$ cat src/rtl/spi_cmd_pkg.sv
// Shared definitions for the SPI command controller: FSM states,
// command byte field positions, register count and frame check helper.
package spi_cmd_pkg;

  typedef enum logic [1:0] {
    ST_IDLE = 2'd0,
    ST_CMD  = 2'd1,
    ST_DATA = 2'd2,
    ST_CHK  = 2'd3
  } state_t;

  localparam int CMD_WR_BIT   = 7;
  localparam int CMD_ADDR_MSB = 1;
  localparam int CMD_ADDR_LSB = 0;
  localparam int REG_COUNT    = 4;

  // Bits [6:2] of the command byte are reserved and must be zero
  localparam logic [7:0] CMD_RSVD_MASK = 8'h7C;

  // A frame is good when the check byte closes the XOR over the frame
  // and no reserved command bit is set.
  function automatic logic frame_ok(input logic [7:0] cmd,
                                    input logic [7:0] data,
                                    input logic [7:0] chk,
                                    input logic [7:0] sync);
    return (chk == (cmd ^ data ^ sync)) && ((cmd & CMD_RSVD_MASK) == 8'h00);
  endfunction

endpackage

$ cat src/rtl/spi_cmd_ctrl_if.sv
// Bundle of the SPI receiver inputs and the register/tx/error outputs
// of the command controller.
interface spi_cmd_ctrl_if;
  import spi_cmd_pkg::*;

  logic                     iRxReady;
  logic [7:0]               iRx;
  logic                     iSPICS;
  logic [REG_COUNT*8-1:0]   oCfg;
  logic                     oRegWe;
  logic [1:0]               oRegAddr;
  logic [7:0]               oTxByte;
  logic                     oTxValid;
  logic                     oFrameErr;
  logic [7:0]               oErrCount;

  modport master (
    output iRxReady, iRx, iSPICS,
    input  oCfg, oRegWe, oRegAddr, oTxByte, oTxValid, oFrameErr, oErrCount
  );

  modport slave (
    input  iRxReady, iRx, iSPICS,
    output oCfg, oRegWe, oRegAddr, oTxByte, oTxValid, oFrameErr, oErrCount
  );

endinterface

$ cat src/rtl/spi_sync_edge.sv
// Two-flop synchronizer for an asynchronous level followed by a history
// flop, producing a one-cycle pulse on each synchronized rising edge.
module spi_sync_edge #(
  parameter logic RST_VAL = 1'b0
) (
  input  logic clk,
  input  logic reset,
  input  logic async_in,
  output logic rise
);

  logic meta;
  logic sync;
  logic hist;

  // Resynchronize the input and keep one cycle of history for edge detect
  always_ff @(posedge clk) begin
    if (reset) begin
      meta <= RST_VAL;
      sync <= RST_VAL;
      hist <= RST_VAL;
    end else begin
      meta <= async_in;
      sync <= meta;
      hist <= sync;
    end
  end

  assign rise = sync & ~hist;

endmodule

$ cat src/rtl/spi_cmd_ctrl.sv
// SPI command controller: parses SYNC/CMD/DATA/CHK frames from the SPI
// receiver, writes or reads back four 8-bit config registers, and flags
// bad checksums, chip-select aborts and inter-byte timeouts.
module spi_cmd_ctrl
  import spi_cmd_pkg::*;
#(
  parameter logic [7:0] SYNC_BYTE   = 8'hA5,
  parameter int         TIMEOUT_CYC = 50000
) (
  input logic           sysclk,
  input logic           reset,
  spi_cmd_ctrl_if.slave bus
);

  localparam int CNT_W = $clog2(TIMEOUT_CYC + 1);

  logic                          byte_stb;
  logic                          cs_abort;
  logic                          byte_vld;
  logic                          abort_vld;
  logic [7:0]                    byte_reg;
  logic [7:0]                    cmd_reg;
  logic [7:0]                    data_reg;
  logic [CNT_W-1:0]              tmo_cnt;
  state_t                        state;
  state_t                        state_next;
  logic                          cmd_ld;
  logic                          data_ld;
  logic                          we_next;
  logic                          rd_next;
  logic                          err_next;
  logic [REG_COUNT-1:0][7:0]     cfg_reg;
  logic [1:0]                    reg_addr;
  logic [7:0]                    tx_byte;
  logic                          reg_we;
  logic                          tx_valid;
  logic                          frame_err;
  logic [7:0]                    err_count;
  logic [1:0]                    cmd_addr;

  spi_sync_edge #(.RST_VAL(1'b0)) u_rx_sync (
    .clk      (sysclk),
    .reset    (reset),
    .async_in (bus.iRxReady),
    .rise     (byte_stb)
  );

  // Chip select idles high between frames, so its flops preset to 1
  spi_sync_edge #(.RST_VAL(1'b1)) u_cs_sync (
    .clk      (sysclk),
    .reset    (reset),
    .async_in (bus.iSPICS),
    .rise     (cs_abort)
  );

  assign cmd_addr = cmd_reg[CMD_ADDR_MSB:CMD_ADDR_LSB];

  // Capture the received byte and align strobe and abort one stage later
  always_ff @(posedge sysclk) begin
    if (reset) begin
      byte_reg  <= 8'h00;
      byte_vld  <= 1'b0;
      abort_vld <= 1'b0;
    end else begin
      byte_vld  <= byte_stb;
      abort_vld <= cs_abort;
      if (byte_stb) byte_reg <= bus.iRx;
    end
  end

  // State register, frame field latches and inter-byte timeout counter
  always_ff @(posedge sysclk) begin
    if (reset) begin
      state    <= ST_IDLE;
      cmd_reg  <= 8'h00;
      data_reg <= 8'h00;
      tmo_cnt  <= '0;
    end else begin
      state <= state_next;
      if (cmd_ld)  cmd_reg  <= byte_reg;
      if (data_ld) data_reg <= byte_reg;
      if (state == ST_IDLE || byte_vld) tmo_cnt <= '0;
      else                              tmo_cnt <= tmo_cnt + 1'b1;
    end
  end

  // Next state and result selection; abort beats byte beats timeout
  always_comb begin
    state_next = state;
    cmd_ld     = 1'b0;
    data_ld    = 1'b0;
    we_next    = 1'b0;
    rd_next    = 1'b0;
    err_next   = 1'b0;
    if (abort_vld && state != ST_IDLE) begin
      state_next = ST_IDLE;
      err_next   = 1'b1;
    end else if (byte_vld) begin
      case (state)
        ST_IDLE: if (byte_reg == SYNC_BYTE) state_next = ST_CMD;
        ST_CMD: begin
          cmd_ld     = 1'b1;
          state_next = ST_DATA;
        end
        ST_DATA: begin
          data_ld    = 1'b1;
          state_next = ST_CHK;
        end
        ST_CHK: begin
          state_next = ST_IDLE;
          if (frame_ok(cmd_reg, data_reg, byte_reg, SYNC_BYTE)) begin
            if (cmd_reg[CMD_WR_BIT]) we_next = 1'b1;
            else                     rd_next = 1'b1;
          end else begin
            err_next = 1'b1;
          end
        end
        default: state_next = ST_IDLE;
      endcase
    end else if (state != ST_IDLE && tmo_cnt == CNT_W'(TIMEOUT_CYC)) begin
      state_next = ST_IDLE;
      err_next   = 1'b1;
    end
  end

  // Registered results: config writes, read-back, pulses and error count
  always_ff @(posedge sysclk) begin
    if (reset) begin
      cfg_reg   <= '0;
      reg_addr  <= 2'd0;
      tx_byte   <= 8'h00;
      reg_we    <= 1'b0;
      tx_valid  <= 1'b0;
      frame_err <= 1'b0;
      err_count <= 8'h00;
    end else begin
      reg_we    <= we_next;
      tx_valid  <= rd_next;
      frame_err <= err_next;
      if (we_next) begin
        cfg_reg[cmd_addr] <= data_reg;
        reg_addr          <= cmd_addr;
      end
      if (rd_next) tx_byte <= cfg_reg[cmd_addr];
      if (err_next && err_count != 8'hFF) err_count <= err_count + 8'd1;
    end
  end

  assign bus.oCfg      = cfg_reg;
  assign bus.oRegWe    = reg_we;
  assign bus.oRegAddr  = reg_addr;
  assign bus.oTxByte   = tx_byte;
  assign bus.oTxValid  = tx_valid;
  assign bus.oFrameErr = frame_err;
  assign bus.oErrCount = err_count;

endmodule

$ cat src/flat_wrapper.sv
// flat-port wrapper written by rule: the top's interface ports become plain ports
module spi_cmd_ctrl_flat import spi_cmd_pkg::*;
#(
  parameter logic [7:0] SYNC_BYTE   = 8'hA5,
  parameter int         TIMEOUT_CYC = 50000
)
  (sysclk, reset, bus_iRxReady, bus_iRx, bus_iSPICS, bus_oCfg, bus_oRegWe, bus_oRegAddr, bus_oTxByte, bus_oTxValid, bus_oFrameErr, bus_oErrCount);
  spi_cmd_ctrl_if bus_i ();
  input logic sysclk;
  input logic reset;
  input wire logic [$bits(bus_i.iRxReady)-1:0] bus_iRxReady;
  input wire logic [$bits(bus_i.iRx)-1:0] bus_iRx;
  input wire logic [$bits(bus_i.iSPICS)-1:0] bus_iSPICS;
  output wire logic [$bits(bus_i.oCfg)-1:0] bus_oCfg;
  output wire logic [$bits(bus_i.oRegWe)-1:0] bus_oRegWe;
  output wire logic [$bits(bus_i.oRegAddr)-1:0] bus_oRegAddr;
  output wire logic [$bits(bus_i.oTxByte)-1:0] bus_oTxByte;
  output wire logic [$bits(bus_i.oTxValid)-1:0] bus_oTxValid;
  output wire logic [$bits(bus_i.oFrameErr)-1:0] bus_oFrameErr;
  output wire logic [$bits(bus_i.oErrCount)-1:0] bus_oErrCount;
  assign bus_i.iRxReady = bus_iRxReady;
  assign bus_i.iRx = bus_iRx;
  assign bus_i.iSPICS = bus_iSPICS;
  assign bus_oCfg = bus_i.oCfg;
  assign bus_oRegWe = bus_i.oRegWe;
  assign bus_oRegAddr = bus_i.oRegAddr;
  assign bus_oTxByte = bus_i.oTxByte;
  assign bus_oTxValid = bus_i.oTxValid;
  assign bus_oFrameErr = bus_i.oFrameErr;
  assign bus_oErrCount = bus_i.oErrCount;
  spi_cmd_ctrl #(.SYNC_BYTE(SYNC_BYTE), .TIMEOUT_CYC(TIMEOUT_CYC)) u_core (.sysclk(sysclk), .reset(reset), .bus(bus_i));
endmodule
$ cat config.mk
export PLATFORM = sky130hd
export DESIGN_NAME = spi_cmd_ctrl_flat
export DESIGN_NICKNAME = d
export VERILOG_FILES = /design/src/rtl/spi_cmd_pkg.sv /design/src/rtl/spi_cmd_ctrl_if.sv /design/src/rtl/spi_sync_edge.sv /design/src/rtl/spi_cmd_ctrl.sv /design/src/flat_wrapper.sv
export SDC_FILE = /design/constraint.sdc
export NUM_CORES = 1
export LEC_CHECK = 0
export BUFFER_PORTS_ARGS = -buffer_cell sky130_fd_sc_hd__buf_2
export CAP_MARGIN = 20
export CORE_ASPECT_RATIO = 0.9
export CORE_UTILIZATION = 47
export CTS_CLUSTER_SIZE = 16
export DETAILED_ROUTE_END_ITERATION = 10
export PLACE_DENSITY = 0.7
export SETUP_SLACK_MARGIN = 0.5
export SYNTH_ARGS = -nofsm -noshare
export SYNTH_HDL_FRONTEND = slang
export SYNTH_SLANG_ARGS = --single-unit
$ cat constraint.sdc
create_clock -name sysclk -period 2.1 [get_ports sysclk]
set_input_delay 0.42 -clock sysclk [delete_from_list [all_inputs] [get_ports sysclk]]
set_output_delay 0.42 -clock sysclk [all_outputs]
set_load 0.01 [all_outputs]
* Word level (Yosys, flattened, before mapping) *
Cells that the tools add are included.

storage, ports and cells
  logic and storage cells = 84
  output and inout port bits = 53
  input bits = 12
  register bits = 103

cells by class
  equal/unequal tests = 8
  $lt $le $gt $ge = 2
  bitwise logic cells = 6
  $add $sub $neg = 2
  mux-type cells = 30
  reductions and logical operators = 13

operators with widths
  cell                                                number
  bitwise mux 32 bit                                  1
  two-way mux 1 bit                                   21
  adder 16 x 1 -> 16 bit, second input constant       1
  binary-select mux 8 bit (select 2 bit)              1
  demux 8 bit (select 2 bit)                          1
  == test 16 bit, second input constant               1
  two-way mux 8 bit                                   2
  adder 8 x 1 -> 8 bit, second input constant         1
  == test 8 bit                                       1
  == test 8 bit, second input constant                1
  logical NOT 8 bit                                   1
  != test 8 bit, second input constant                1
  case mux 2 bit (4 select lines)                     1
  XOR 8 bit                                           1
  two-way mux 2 bit                                   3
  logical AND 1 bit                                   5
  == test 2 bit, second input constant                2
  NOT 4 bit                                           1
  nonzero test 2 bit                                  2
  OR reduction 2 bit                                  2
  < comparator 2 x 3 -> 1 bit, second input constant  1
  != test 3 bit, second input constant                1
  AND 1 bit                                           2
  == test 2 x 1 -> 1 bit, second input constant       1
  other kinds (5)                                     6

* Depth between registers and ports, before layout *
Gate-level depths: netlist (run 1).

  word-level depth = 9
  mapped depth = 8
  gate-level depth less buffers = 7

* Cells and area by module *
Synthesis (run 1) repeated with hierarchy kept, for this count alone.

unflattened totals
  cells, all modules = 474
  area, all modules = 4508.1 µm²

by module, submodules not included
  module                            area each (µm²)  cells each  instances  seq. area each (µm²)
  spi_cmd_ctrl                      4335.4           460         1          1941.9
  spi_sync_edge (u_core.u_rx_sync)  87.6             7           1          60.1
  spi_sync_edge (u_core.u_cs_sync)  85.1             7           1          60.1

* Least setup slack after synthesis (run 1) *
No wires, ideal clock.

  kind = reg2reg
  start point = register u_core.data_reg[3]
  end point = register u_core.tx_byte[2], in the netlist u_core.bus.oTxByte[2]
  cell stages (with the launch flop) = 7
  arrival = 2.181 ns
  setup time = 0.132 ns
  path buffers = 1
  clock period less this slack = 2.314 ns
  path slack = -0.214 ns
  data required time = 1.968 ns
  cells stage by stage = dfxtp_1 -> xor3_2 -> or4_4 -> or4_4 -> buf_6 -> o21ai_1 -> a21oi_1

between the ends
  longest elaborated chain between the ends = 7

RTL lines
  item                    RTL line             RTL
  start, declared         spi_cmd_ctrl.sv:23   logic [7:0] data_reg;
  start signal, assigned  spi_cmd_ctrl.sv:81   if (data_ld) data_reg <= byte_reg;
  XOR 8 bit               spi_cmd_pkg.sv:26    return (chk == (cmd ^ data ^ sync)) && ((cmd & CMD_RSVD_MASK) == 8'h00);
  == test 8 bit           spi_cmd_pkg.sv:26
  logical AND 1 bit       spi_cmd_pkg.sv:26
  two-way mux 1 bit       spi_cmd_ctrl.sv:111  if (frame_ok(cmd_reg, data_reg, byte_reg, SYNC_BYTE)) begin
  two-way mux 1 bit       spi_cmd_ctrl.sv:99   case (state)
  two-way mux 1 bit       spi_cmd_ctrl.sv:98   end else if (byte_vld) begin
  two-way mux 1 bit       spi_cmd_ctrl.sv:95   if (abort_vld && state != ST_IDLE) begin
  end signal, assigned    spi_cmd_ctrl.sv:144  if (rd_next) tx_byte <= cfg_reg[cmd_addr];
  end, declared           spi_cmd_ctrl.sv:34   logic [7:0] tx_byte;

No other way between the ends.
A chain may end at the register's enable or synchronous reset.

* Worst setup path in the final report (run 1) *
  start point = register u_core.byte_reg[4]
  end point = register u_core.err_count[5], in the netlist u_core.bus.oErrCount[5]

between the ends
  longest elaborated chain between the ends = 7

RTL lines
  item                    RTL line             RTL
  start, declared         spi_cmd_ctrl.sv:21   logic [7:0] byte_reg;
  start signal, assigned  spi_cmd_ctrl.sv:67   if (byte_stb) byte_reg <= bus.iRx;
  == test 8 bit           spi_cmd_pkg.sv:26
  logical AND 1 bit       spi_cmd_pkg.sv:26
  two-way mux 1 bit       spi_cmd_ctrl.sv:111
  two-way mux 1 bit       spi_cmd_ctrl.sv:99
  two-way mux 1 bit       spi_cmd_ctrl.sv:98
  two-way mux 1 bit       spi_cmd_ctrl.sv:95
  logical AND 1 bit       spi_cmd_ctrl.sv:145  if (err_next && err_count != 8'hFF) err_count <= err_count + 8'd1;
  end signal, assigned    spi_cmd_ctrl.sv:145
  end, declared           spi_cmd_ctrl.sv:38   logic [7:0] err_count;

No other way between the ends.

==> results of run 1 <==
-- power groups by stage --
stage          logic [W]  clock network, W  registers, W
5_1_grt         0.000135           0.00174       0.00198
3_5_place_dp    0.000120                 0       0.00202
6_report        0.000125           0.00162       0.00198
4_1_cts         0.000123           0.00165       0.00198
3_3_place_gp    0.000117                 0       0.00202
2_1_floorplan  0.0000724                 0       0.00202
-- final timing paths --
kind	startpoint	end	slack, ns	depth (start not counted)
max	u_core.byte_reg[4]$_SDFFE_PP0P_	u_core.bus.oErrCount[5]$_SDFFE_PP0P_	-0.20	7
min	bus_iSPICS	u_core.u_cs_sync.meta$_SDFF_PP1_	0.26	2
max reg2reg	u_core.byte_reg[4]$_SDFFE_PP0P_	u_core.bus.oErrCount[5]$_SDFFE_PP0P_	-0.20	7
min reg2reg	u_core.u_cs_sync.hist$_SDFF_PP1_	u_core.abort_vld$_SDFF_PP0_	0.39	1
-- worst register-to-register path: stages, from the launching register on --
cell,delay (ns)
dfxtp_2,0.33
xor3_2,0.44
or4_4,0.55
buf_6,0.14
o31ai_4,0.22
buf_12,0.17
a211oi_2,0.07
mux2_2,0.28
-- final cells by class --
| cell class | count | area [µm²] | share of cell area, % |
|---|---|---|---|
| clock buffers | 10 | 229 | 3.75 |
| clock inverters | 4 | 48.8 | 0.800 |
| repair buffers | 114 | 769 | 12.6 |
| well taps | 126 | 158 | 2.58 |
| multi-input cells | 332 | 2780 | 45.6 |
| flip-flops and latches | 103 | 2080 | 34.1 |
| inverters | 10 | 37.5 | 0.615 |
-- per-stage QoR --
step | worst slack (ns) | cells | TNS [ns]
finish | -0.199 | 699 | -5.25
global route | -0.276 | 699 | -9.09
CTS | -0.203 | 698 | -2.98
detailed placement | -0.242 | 683 | -6.85
global placement | -0.229 | 683 | -3.55
floorplan | -0.193 | 471 | -2.73
-- metal layers --
layer / wire [µm] / GRT usage, % / vias to the layer above / share of wire, %
li1: - / - / 1851 / -
met1: 5150 / 29.7 / 1786 / 47
met4: 218 / 8.73 / 0 / 2.0
met5: 0 / 0 / - / 0
met2: 5230 / 35.0 / 70 / 47
met3: 470 / 4.87 / 18 / 4.2
-- what timing repair did --
action                                  in CTS  in global routing
endpoints found under the setup margin      78                 85
buffers inserted                             1                  1
pin swaps                                    3                  4
gates resized for setup                     20                 20
-- layout by cell type, fill, tap and decap left out, drive strengths merged, types with 2 or more instances in the layout --
master	synthesis	layout
and2	3	3
or3	3	3
mux4	8	8
nand2b	42	42
nand3	20	20
or4b	2	2
a211oi	6	6
or2	3	3
nand2	13	13
nor4	4	4
clkbuf	21	10
xor3	4	4
mux2i	57	57
ha	7	7
and4	2	2
xnor3	3	3
nor2	53	53
a21oi	15	15
or4	4	4
nor2b	13	13
dfxtp	103	103
and3	5	5
nand3b	3	3
nand4	9	9
o21ai	16	16
nor4b	2	2
nor3	4	4
inv	10	10
xor2	6	6
mux2	6	6
or4bb	3	3
buf	5	114
clkinv	0	3
xnor2	8	8
-- logic make-up (layout without fill, tap and decap cells) --
group	Yosys count	count (layout)	share of synthesized area, %
adders and majority gates	7	7	1.82
xor gates and xnor gates	21	21	6.28
muxes	71	71	17.1
DFF	103	103	42.8
AOI/OAI and AO/OA	42	42	5.71
buffers and inverters	36	138	3.58
and+or+nand+nor	191	191	22.7
==> summary.txt, run 1 <==
Routing
  – Routed Wire Length: ~11 mm
  – Drt pass-1 iters: 4
  – Via count: approximately 3700
  – 1st-iter DRT viols: approximately 130
  – Routed length per instance: 15.8 µm
  – Vias/cell: 5.33
  – DRC violations left: 0
  – Post-DRT Antenna Nets: 0

Yosys
  – Count leader, synth: dfxtp_1
  – Syn Area/Cell: 10.2 µm²
  – Post-synthesis instance total: 471
  – Synth top area cells: dfxtp_1 (43%), mux2i_1 (12%), nand2b_1 (5.5%)
  – Register bit total from synthesis: 103
  – Top-area cell type share of the netlist area: 42.8%
  – Main flop type after synthesis: dfxtp_1
  – Area leader, netlist: dfxtp_1
  – Mapped Area: a little under 0.005 mm²
  – Net Count, Synth: 490
  – Sequential share of the synthesized area: 42.8%
  – Yosys warning total: 0
  – Post-synth ARST share: 0%
  – Synth cell count leaders: dfxtp_1 (103), mux2i_1 (57), nor2_1 (53)
  – Post-synth EDFFs: 0
  – Cell variety after synth: 56

Setup path
  – Worst EP required: roughly 2.3 ns
  – Critical path's slowest cell: or4_4
  – Max incr delay on CP: 0.55 ns
  – Crit path DAT: 2.54 ns
  – Bufs and invs on worst path: 2
  – CP Cell Sequence: xor3_2 -> or4_4 -> buf_6 -> o31ai_4 -> buf_12 -> a211oi_2 -> mux2_2
  – CP startpoint kind: flip-flop
  – Crit Path Class: flip-flop to flip-flop
  – CP top delay family: simple AND/OR/NAND/NOR gates
  – CP Capture Type: flip-flop
  – CP max FO: 8

STA
  – Hold Fails Final Rpt: 0
  – Final period util: 109%
  – Max Slew Vio Count: 0
  – Fmax: 435 MHz
  – Fin Clk Skew: 0.00877 ns
  – Unrepaired setup endpoints after global routing: true
  – Worst setup margin: -0.199 ns
  – Slew @ Worst Pin: 0.536 ns
  – Worst slew margin: ~64%
  – Hold slack: 0.255 ns
  – Final setup viols: 52
  – Fin crit period: between 2 and 2.5 ns

Pwr
  – Seq pwr share: between 50% and 60%
  – Worst ir drop on vdd: 0.481 mV
  – P_int: around 0.003 W
  – Pwr Total: 0.00372 W
  – Sw frac: 21.0%
  – Power density over the cells: 610 mW/mm²
  – Psw: 0.000783 W
  – Clock power frac: 43.5%
  – Logic pwr share: 3.4%
  – Leakage power: 2.71 nW

Placement
  – Gpl congestion: 0.833
  – Input/output buffers: 64
  – Detail Placement HPWL: 7.98 mm
  – Area after DPL: 0.00566 mm²

GRT
  – Gr ovfl total: 0
  – Initial antenna violation count: 0
  – Vias in the first global route: 3600
  – Largest net degree at the start of global routing: between 50 and 60
  – First-pass GRT wire length: roughly 18 mm
  – Global Route Usage Sum: 22.3%

Min path
  – Hold crit path type: input port to flip-flop

Floorplan
  – Die area: around 0.011 mm²
  – IO Count: 65
  – Die height: between 90 and 100 µm
  – CORE AREA: 0.00983 mm²
  – Site Rows: 34
  – Initial Utilization: about 49%
  – Die X: 109 µm

Clocking
  – Clock Tree Buf Depth: 2
  – Num CTS Buffers: 9
  – CTS tree: built
  – CTS root buffer: clkbuf_16
  – # hold bufs at CTS: 0
  – Clk Latency, worst-skew pair: 0.34 ns
  – CTS H-tree depth: 3
  – Clk sinks: 103
  – Clk slew on worst S/H paths: 0.07 ns

Final layout
  – Final instance area: 0.00610 mm²
  – Fraction of layout cells with a size suffix above 1: 36.0%
  – Fin util: 62.1%
  – Diodes inserted: 0
  – Fillers: 806
  – Largest register FFs: 32
  – Nets: 589
  – Area delta synth->final: 26.6%

Run status
  – Status: finished, violations left
  – Failing checks: setup timing

Job
  – Max-cap violations: 0
No activity file was read; power rests on OpenSTA's default activity.
==> inputs of run 2 (changes only) <==
CELL_PAD_IN_SITES_DETAIL_PLACEMENT = 0   (was not set)
CELL_PAD_IN_SITES_GLOBAL_PLACEMENT = 2   (was not set)
CORE_UTILIZATION = 33   (was 47)
PLACE_DENSITY = not set   (was 0.7)
PLACE_DENSITY_LB_ADDON = 0.1   (was not set)
==> summary.txt, run 2 (same netlist as run 1, synthesis figures left out) <==
Run status
  – Status: finished, violations left
  – Failing checks: setup timing

Final layout
  – Area delta synth->final: 31.6%
  – Fillers: 1410 (+75%)
  – Fraction of layout cells with a size suffix above 1: 36.5% (+0.58 points)
  – Multi-input logic area: 0.00282 mm² (+1.3%)
  – Fin util: 44.8% (-17 points)
  – Final cell count without fillers: 776 (+11%)
  – Commonest non-fill, non-tap cell in the layout: dfxtp_1
  – Largest register FFs: 32 (unchanged)
  – Diodes inserted: 0 (unchanged)
  – Nets: 597 (+1.4%)
  – Most frequent cells in the layout: dfxtp_1 (93), buf_2 (64), mux2i_1 (57)
  – Final instance area: 0.00634 mm² (+4.0%)
  – Seq. cell area: 0.00207 mm² (-0.24%)

Setup path
  – Reg2reg end: u_core.bus.oTxByte[6]$_SDFFE_PP0P_
  – CP Capture Type: flip-flop
  – FF-to-FF Start: u_core.data_reg[4]$_SDFFE_PP0P_
  – Critical Path Most Common Cell: or4_4
  – CP top delay family: simple AND/OR/NAND/NOR gates
  – CP startpoint kind: flip-flop
  – Flop2flop setup slack: -0.21 ns (-0.02 ns)
  – Critical path's slowest cell: or4_4
  – CP Cell Sequence: xor3_2 -> or4_4 -> or4_4 -> o21ai_1 -> a21oi_1
  – Crit path DAT: 2.54 ns (about the same)
  – Bufs and invs on worst path: 0 (-2)
  – Max incr delay on CP: 0.60 ns (+0.05 ns)
  – Worst EP required: 2.33 ns (about the same)
  – Cell count of the worst reg-to-reg path: 5 (-2)
  – Crit Path Class: flip-flop to flip-flop
  – CP max FO: 5 (-3)

Floorplan
  – CORE AREA: 0.0142 mm² (+44%)
  – IO Count: 65 (unchanged)
  – Die area: 0.0151 mm² (+42%)
  – Initial Utilization: 34.0% (-15 points)
  – Die X: 129 µm (+19%)
  – Die height: 117 µm (+19%)
  – Site Rows: 41 (+21%)

Clocking
  – Clk Latency, worst-skew pair: 0.36 ns (+0.02 ns)
  – CTS H-tree depth: 3 (unchanged)
  – CTS root buffer: clkbuf_16
  – Clock Tree Buf Depth: 2 (unchanged)
  – CTS tree: built
  – Clk slew on worst S/H paths: 0.07 ns (about the same)
  – Num CTS Buffers: 9 (unchanged)
  – # hold bufs at CTS: 0 (unchanged)
  – Clk sinks: 103 (unchanged)

STA
  – Hold Fails Final Rpt: 0 (unchanged)
  – Final setup viols: 47 (-9.6%)
  – Fmax: 432 MHz (-0.69%)
  – Fin crit period: 2.31 ns (+0.0160 ns)
  – Slew @ Worst Pin: 0.555 ns (+0.0191 ns)
  – Unrepaired setup endpoints after global routing: true
  – Max Slew Vio Count: 0 (unchanged)
  – Worst slew margin: 63.0% (-1.2 points)
  – Worst setup margin: -0.215 ns (-0.0160 ns)
  – Final period util: 110% (+0.76 points)
  – Fin Clk Skew: 0.0104 ns (+0.00166 ns)

Pwr
  – Clock power frac: 47.1% (+3.6 points)
  – Pwr Total: 0.00398 W (+6.8%)
  – Seq pwr share: 49.8% (-3.4 points)
  – Power density over the cells: 627 mW/mm² (+2.8%)
  – Worst ir drop on vdd: 0.401 mV (-17%)
  – P_int: 0.00311 W (+5.9%)
  – Psw: 0.000865 W (+10%)
  – Leakage power: 2.76 nW (+2.0%)
  – Sw frac: 21.8% (+0.71 points)
  – Logic pwr share: 3.1% (-0.3 points)

Routing
  – 1st-iter DRT viols: 152 (+16%)
  – Routed length per instance: 15.4 µm (-3.1%)
  – Routed Wire Length: 11.9 mm (+7.6%)
  – Vias/cell: 4.76 (-11%)
  – DRC violations left: 0 (unchanged)
  – Post-DRT Antenna Nets: 0 (unchanged)
  – Via count: 3695 (-0.81%)
  – Drt pass-1 iters: 5 (+1)

Placement
  – Area after DPL: 0.00577 mm² (+1.8%)
  – Detail Placement HPWL: 8.47 mm (+6.1%)
  – Input/output buffers: 64 (unchanged)
  – Gpl congestion: 0.780 (-6.4%)
  – Dpl cells: 754 (+10%)
  – Pre-CTS setup slack: -0.258 ns (-0.0161 ns)

Min path
  – Hold path start: bus_iSPICS
  – Hold worst-path end: u_core.u_cs_sync.meta$_SDFF_PP1_
  – Hold crit path type: input port to flip-flop
  – Worst hold path cell count: 2 (unchanged)

GRT
  – First-pass GRT wire length: 18.7 mm (+2.9%)
  – Largest net degree at the start of global routing: 56 (+7.7%)
  – Initial antenna violation count: 0 (unchanged)
  – Gr ovfl total: 0 (unchanged)
  – Vias in the first global route: 3445 (-4.3%)
  – Global Route Usage Sum: 16.5% (-5.8 points)

Job
  – Max-cap violations: 0 (unchanged)
run 2: per-layer routing:
metal  up-vias  GRT usage (%)  routed length, µm
li1       1869              -                  -
met1      1749           23.3               6260
met2        65           24.3               5040
met3        12           3.85                449
met4         0           6.12                170
met5         -              0                  0
run 2: worst reg2reg max path, cell delays in order (launching register included):
cell     delay, ns
dfxtp_2       0.33
xor3_2        0.45
or4_4         0.60
or4_4         0.58
o21ai_1       0.17
a21oi_1       0.07
run 2: repair_timing:
action                                  in CTS  in global routing
endpoints found under the setup margin      73                 74
hold endpoints to repair                     0                  0
cloned                                       0                  1
pin swaps                                    5                  5
resized for setup                           33                 16
setup buffers                                3                  2
run 2: worst max path at each step:
stage | startpoint | to | cells past startpoint
2_1_floorplan | u_core.data_reg[3]$_SDFFE_PP0P_ | u_core.bus.oTxByte[2]$_SDFFE_PP0P_ | 6
3_3_place_gp | u_core.data_reg[4]$_SDFFE_PP0P_ | u_core.bus.oTxByte[2]$_SDFFE_PP0P_ | 5
3_5_place_dp | u_core.data_reg[4]$_SDFFE_PP0P_ | u_core.bus.oTxByte[6]$_SDFFE_PP0P_ | 5
4_1_cts | u_core.data_reg[4]$_SDFFE_PP0P_ | u_core.bus.oTxByte[6]$_SDFFE_PP0P_ | 5
5_1_grt | u_core.data_reg[4]$_SDFFE_PP0P_ | u_core.bus.oRegAddr[1]$_SDFFE_PP0P_ | 7
6_report | u_core.data_reg[4]$_SDFFE_PP0P_ | u_core.bus.oTxByte[6]$_SDFFE_PP0P_ | 5
run 2: power groups by stage:
| stage | clock [W] | combinational [W] | sequential, W |
|---|---|---|---|
| 3_5_place_dp | 0 | 0.000122 | 0.00202 |
| 2_1_floorplan | 0 | 0.0000724 | 0.00202 |
| 4_1_cts | 0.00193 | 0.000124 | 0.00198 |
| 5_1_grt | 0.00200 | 0.000138 | 0.00198 |
| 6_report | 0.00187 | 0.000125 | 0.00198 |
| 3_3_place_gp | 0 | 0.000121 | 0.00202 |
run 2: final cells by class:
type | count | share of cell area (%)
multi-input combinational | 333 | 44.4
clock inverter | 6 | 1.44
sequential | 103 | 32.7
tap | 193 | 3.81
clock buffer | 10 | 3.77
timing repair buffer | 121 | 13.3
inverter | 10 | 0.592
run 2: metrics by stage:
step,TNS [ns],hold WS (ns)
floorplan,-2.73,0.372
global route,-7.46,0.230
finish,-4.25,0.245
CTS,-3.37,0.228
global placement,-4.96,0.380
detailed placement,-5.07,0.382
==> inputs of run 3 (changes only) <==
CORE_MARGIN = 2   (was not set)
==> summary.txt, run 3 (same netlist as run 1, synthesis figures left out) <==
Clocking
  – CTS tree: built
  – Clk Latency, worst-skew pair: 0.35 ns (about the same)
  – Num CTS Buffers: 9 (unchanged)
  – CTS root buffer: clkbuf_16
  – CTS H-tree depth: 3 (unchanged)
  – # hold bufs at CTS: 0 (unchanged)
  – Clock Tree Buf Depth: 2 (unchanged)
  – Clk slew on worst S/H paths: 0.07 ns (about the same)
  – Clk sinks: 103 (unchanged)

Pwr
  – Power density over the cells: 598 mW/mm² (-4.6%)
  – Leakage power: 2.79 nW (+0.92%)
  – Worst ir drop on vdd: 0.435 mV (+8.3%)
  – Pwr Total: 0.00380 W (-4.4%)

Run status
  – Status: finished, violations left
  – Failing checks: setup timing

STA
  – Fmax: 428 MHz (-1.0%)
  – Fin Clk Skew: 0.00658 ns (-0.00384 ns)
  – Max Slew Vio Count: 0 (unchanged)
  – Final setup viols: 20 (-57%)
  – Fin crit period: 2.34 ns (+0.0233 ns)
  – Unrepaired setup endpoints after global routing: true
  – Final TNS setup: -3.50 ns (+0.751 ns)
  – Slew @ Worst Pin: 0.550 ns (-0.00503 ns)
  – Hold Fails Final Rpt: 0 (unchanged)
  – Final period util: 111% (+1.1 points)
  – Worst setup margin: -0.238 ns (-0.0233 ns)
  – Worst slew margin: 63.3% (+0.34 points)

Floorplan
  – Initial Utilization: 34.0% (unchanged)
  – IO Count: 65 (unchanged)
  – Site Rows: 41 (unchanged)
  – Die X: 131 µm (+1.5%)
  – CORE AREA: 0.0142 mm² (unchanged)
  – Die area: 0.0156 mm² (+3.3%)
  – Die height: 119 µm (+1.7%)

Job
  – Max-cap violations: 0 (unchanged)

Placement
  – Input/output buffers: 64 (unchanged)
  – Detail Placement HPWL: 8.63 mm (+1.9%)
  – Pre-CTS setup slack: -0.249 ns (+0.00931 ns)
  – Gpl congestion: 0.738 (-5.3%)

Routing
  – DRC violations left: 0 (unchanged)
  – Routed length per instance: 15.4 µm (+0.30%)
  – Vias/cell: 4.77 (+0.12%)
  – Via count: 3728 (+0.89%)
  – Post-DRT Antenna Nets: 0 (unchanged)
  – Routed Wire Length: 12.0 mm (+1.1%)
  – 1st-iter DRT viols: 161 (+5.9%)
  – Drt pass-1 iters: 4 (-1)

Final layout
  – Most frequent cells in the layout: dfxtp_1 (95), buf_2 (64), mux2i_1 (57)
  – Largest register FFs: 32 (unchanged)
  – Area delta synth->final: 31.9%
  – Nets: 604 (+1.2%)
  – Diodes inserted: 0 (unchanged)
  – Commonest non-fill, non-tap cell in the layout: dfxtp_1
  – Fraction of layout cells with a size suffix above 1: 37.0% (+0.48 points)

GRT
  – Global Route Usage Sum: 15.7% (-0.75 points)
  – Vias in the first global route: 3638 (+5.6%)
  – Gr ovfl total: 0 (unchanged)
  – Largest net degree at the start of global routing: 63 (+13%)
  – First-pass GRT wire length: 19.3 mm (+3.2%)
  – Initial antenna violation count: 0 (unchanged)

Setup path
  – Crit path DAT: 2.58 ns (+0.04 ns)
  – CP startpoint kind: flip-flop
  – Crit Path Class: flip-flop to flip-flop
  – CP max FO: 5 (unchanged)
  – Worst EP required: 2.34 ns (about the same)
  – CP Capture Type: flip-flop

Min path
  – Hold crit path type: input port to flip-flop
==> run 3: cell count changes in the layout (fill, tap and decap cells not counted), moves of 2 or more <==
cell        delta
clkinv_2       +3
dfxtp_1        +2
buf_4          +7
o21ai_1        -2
o21ai_2        +2
dfxtp_2        -2
clkinvlp_4     -3
==> run 3: worst paths after layout <==
check	startpoint	to	slack (ns)	depth (start not counted)
worst max-delay path	u_core.data_reg[3]$_SDFFE_PP0P_	u_core.bus.oTxByte[7]$_SDFFE_PP0P_	-0.24	5
worst min-delay path	bus_iSPICS	u_core.u_cs_sync.meta$_SDFF_PP1_	0.25	2
worst max register to register	u_core.data_reg[3]$_SDFFE_PP0P_	u_core.bus.oTxByte[7]$_SDFFE_PP0P_	-0.24	5
worst min register to register	u_core.u_cs_sync.hist$_SDFF_PP1_	u_core.abort_vld$_SDFF_PP0_	0.39	1
==> run 3: layer usage <==
layer	routed length (µm)	share of wire [%]	up-vias	GRT usage [%]
li1	-	-	1877	-
met1	6110	51	1788	21.5
met2	5380	45	52	24.2
met3	368	3.1	11	4.12
met4	183	1.5	0	5.30
met5	0	0	-	0
==> run 3: what timing repair did <==
item | in CTS | in global routing
setup endpoints to repair | 74 | 75
hold endpoints to repair | 0 | 0
gates cloned | 0 | 1
setup buffers | 1 | 7
pin swaps | 5 | 9
resized for setup | 28 | 19
==> run 3: final cells by class <==
cell class	instances	area, µm²
Multi-Input combinational cell	333	2820
Clock buffer	11	253
Tap cell	193	241
Timing Repair Buffer	128	896
Sequential cell	103	2070
Fill cell	1403	7800
Inverter	10	37.5
Clock inverter	4	45.0
==> run 3: critical path, cell delays in order, from the launching register on <==
cell and delay, ns:
dfxtp_2 0.33, xor3_2 0.44, or4_4 0.63, or4_4 0.61, o21ai_1 0.14, a21oi_1 0.07
==> run 3: per-stage QoR <==
stage                     utilization, %  hold WS, ns  std cells  instance area, µm²
after global routing                44.9        0.234        782                6360
after CTS                           43.9        0.234        774                6210
after floorplan                        -        0.372        471                4910
after detailed placement            40.8        0.389        758                5780
after global placement              40.8        0.382        758                5780
final                               44.9        0.250        782                6360
==> run 3: power breakdown <==
group          total [W]  internal (W)  switching, W
Clock            0.00170      0.000976      0.000721
Sequential       0.00198       0.00197     0.0000141
Combinational   0.000125     0.0000626     0.0000622
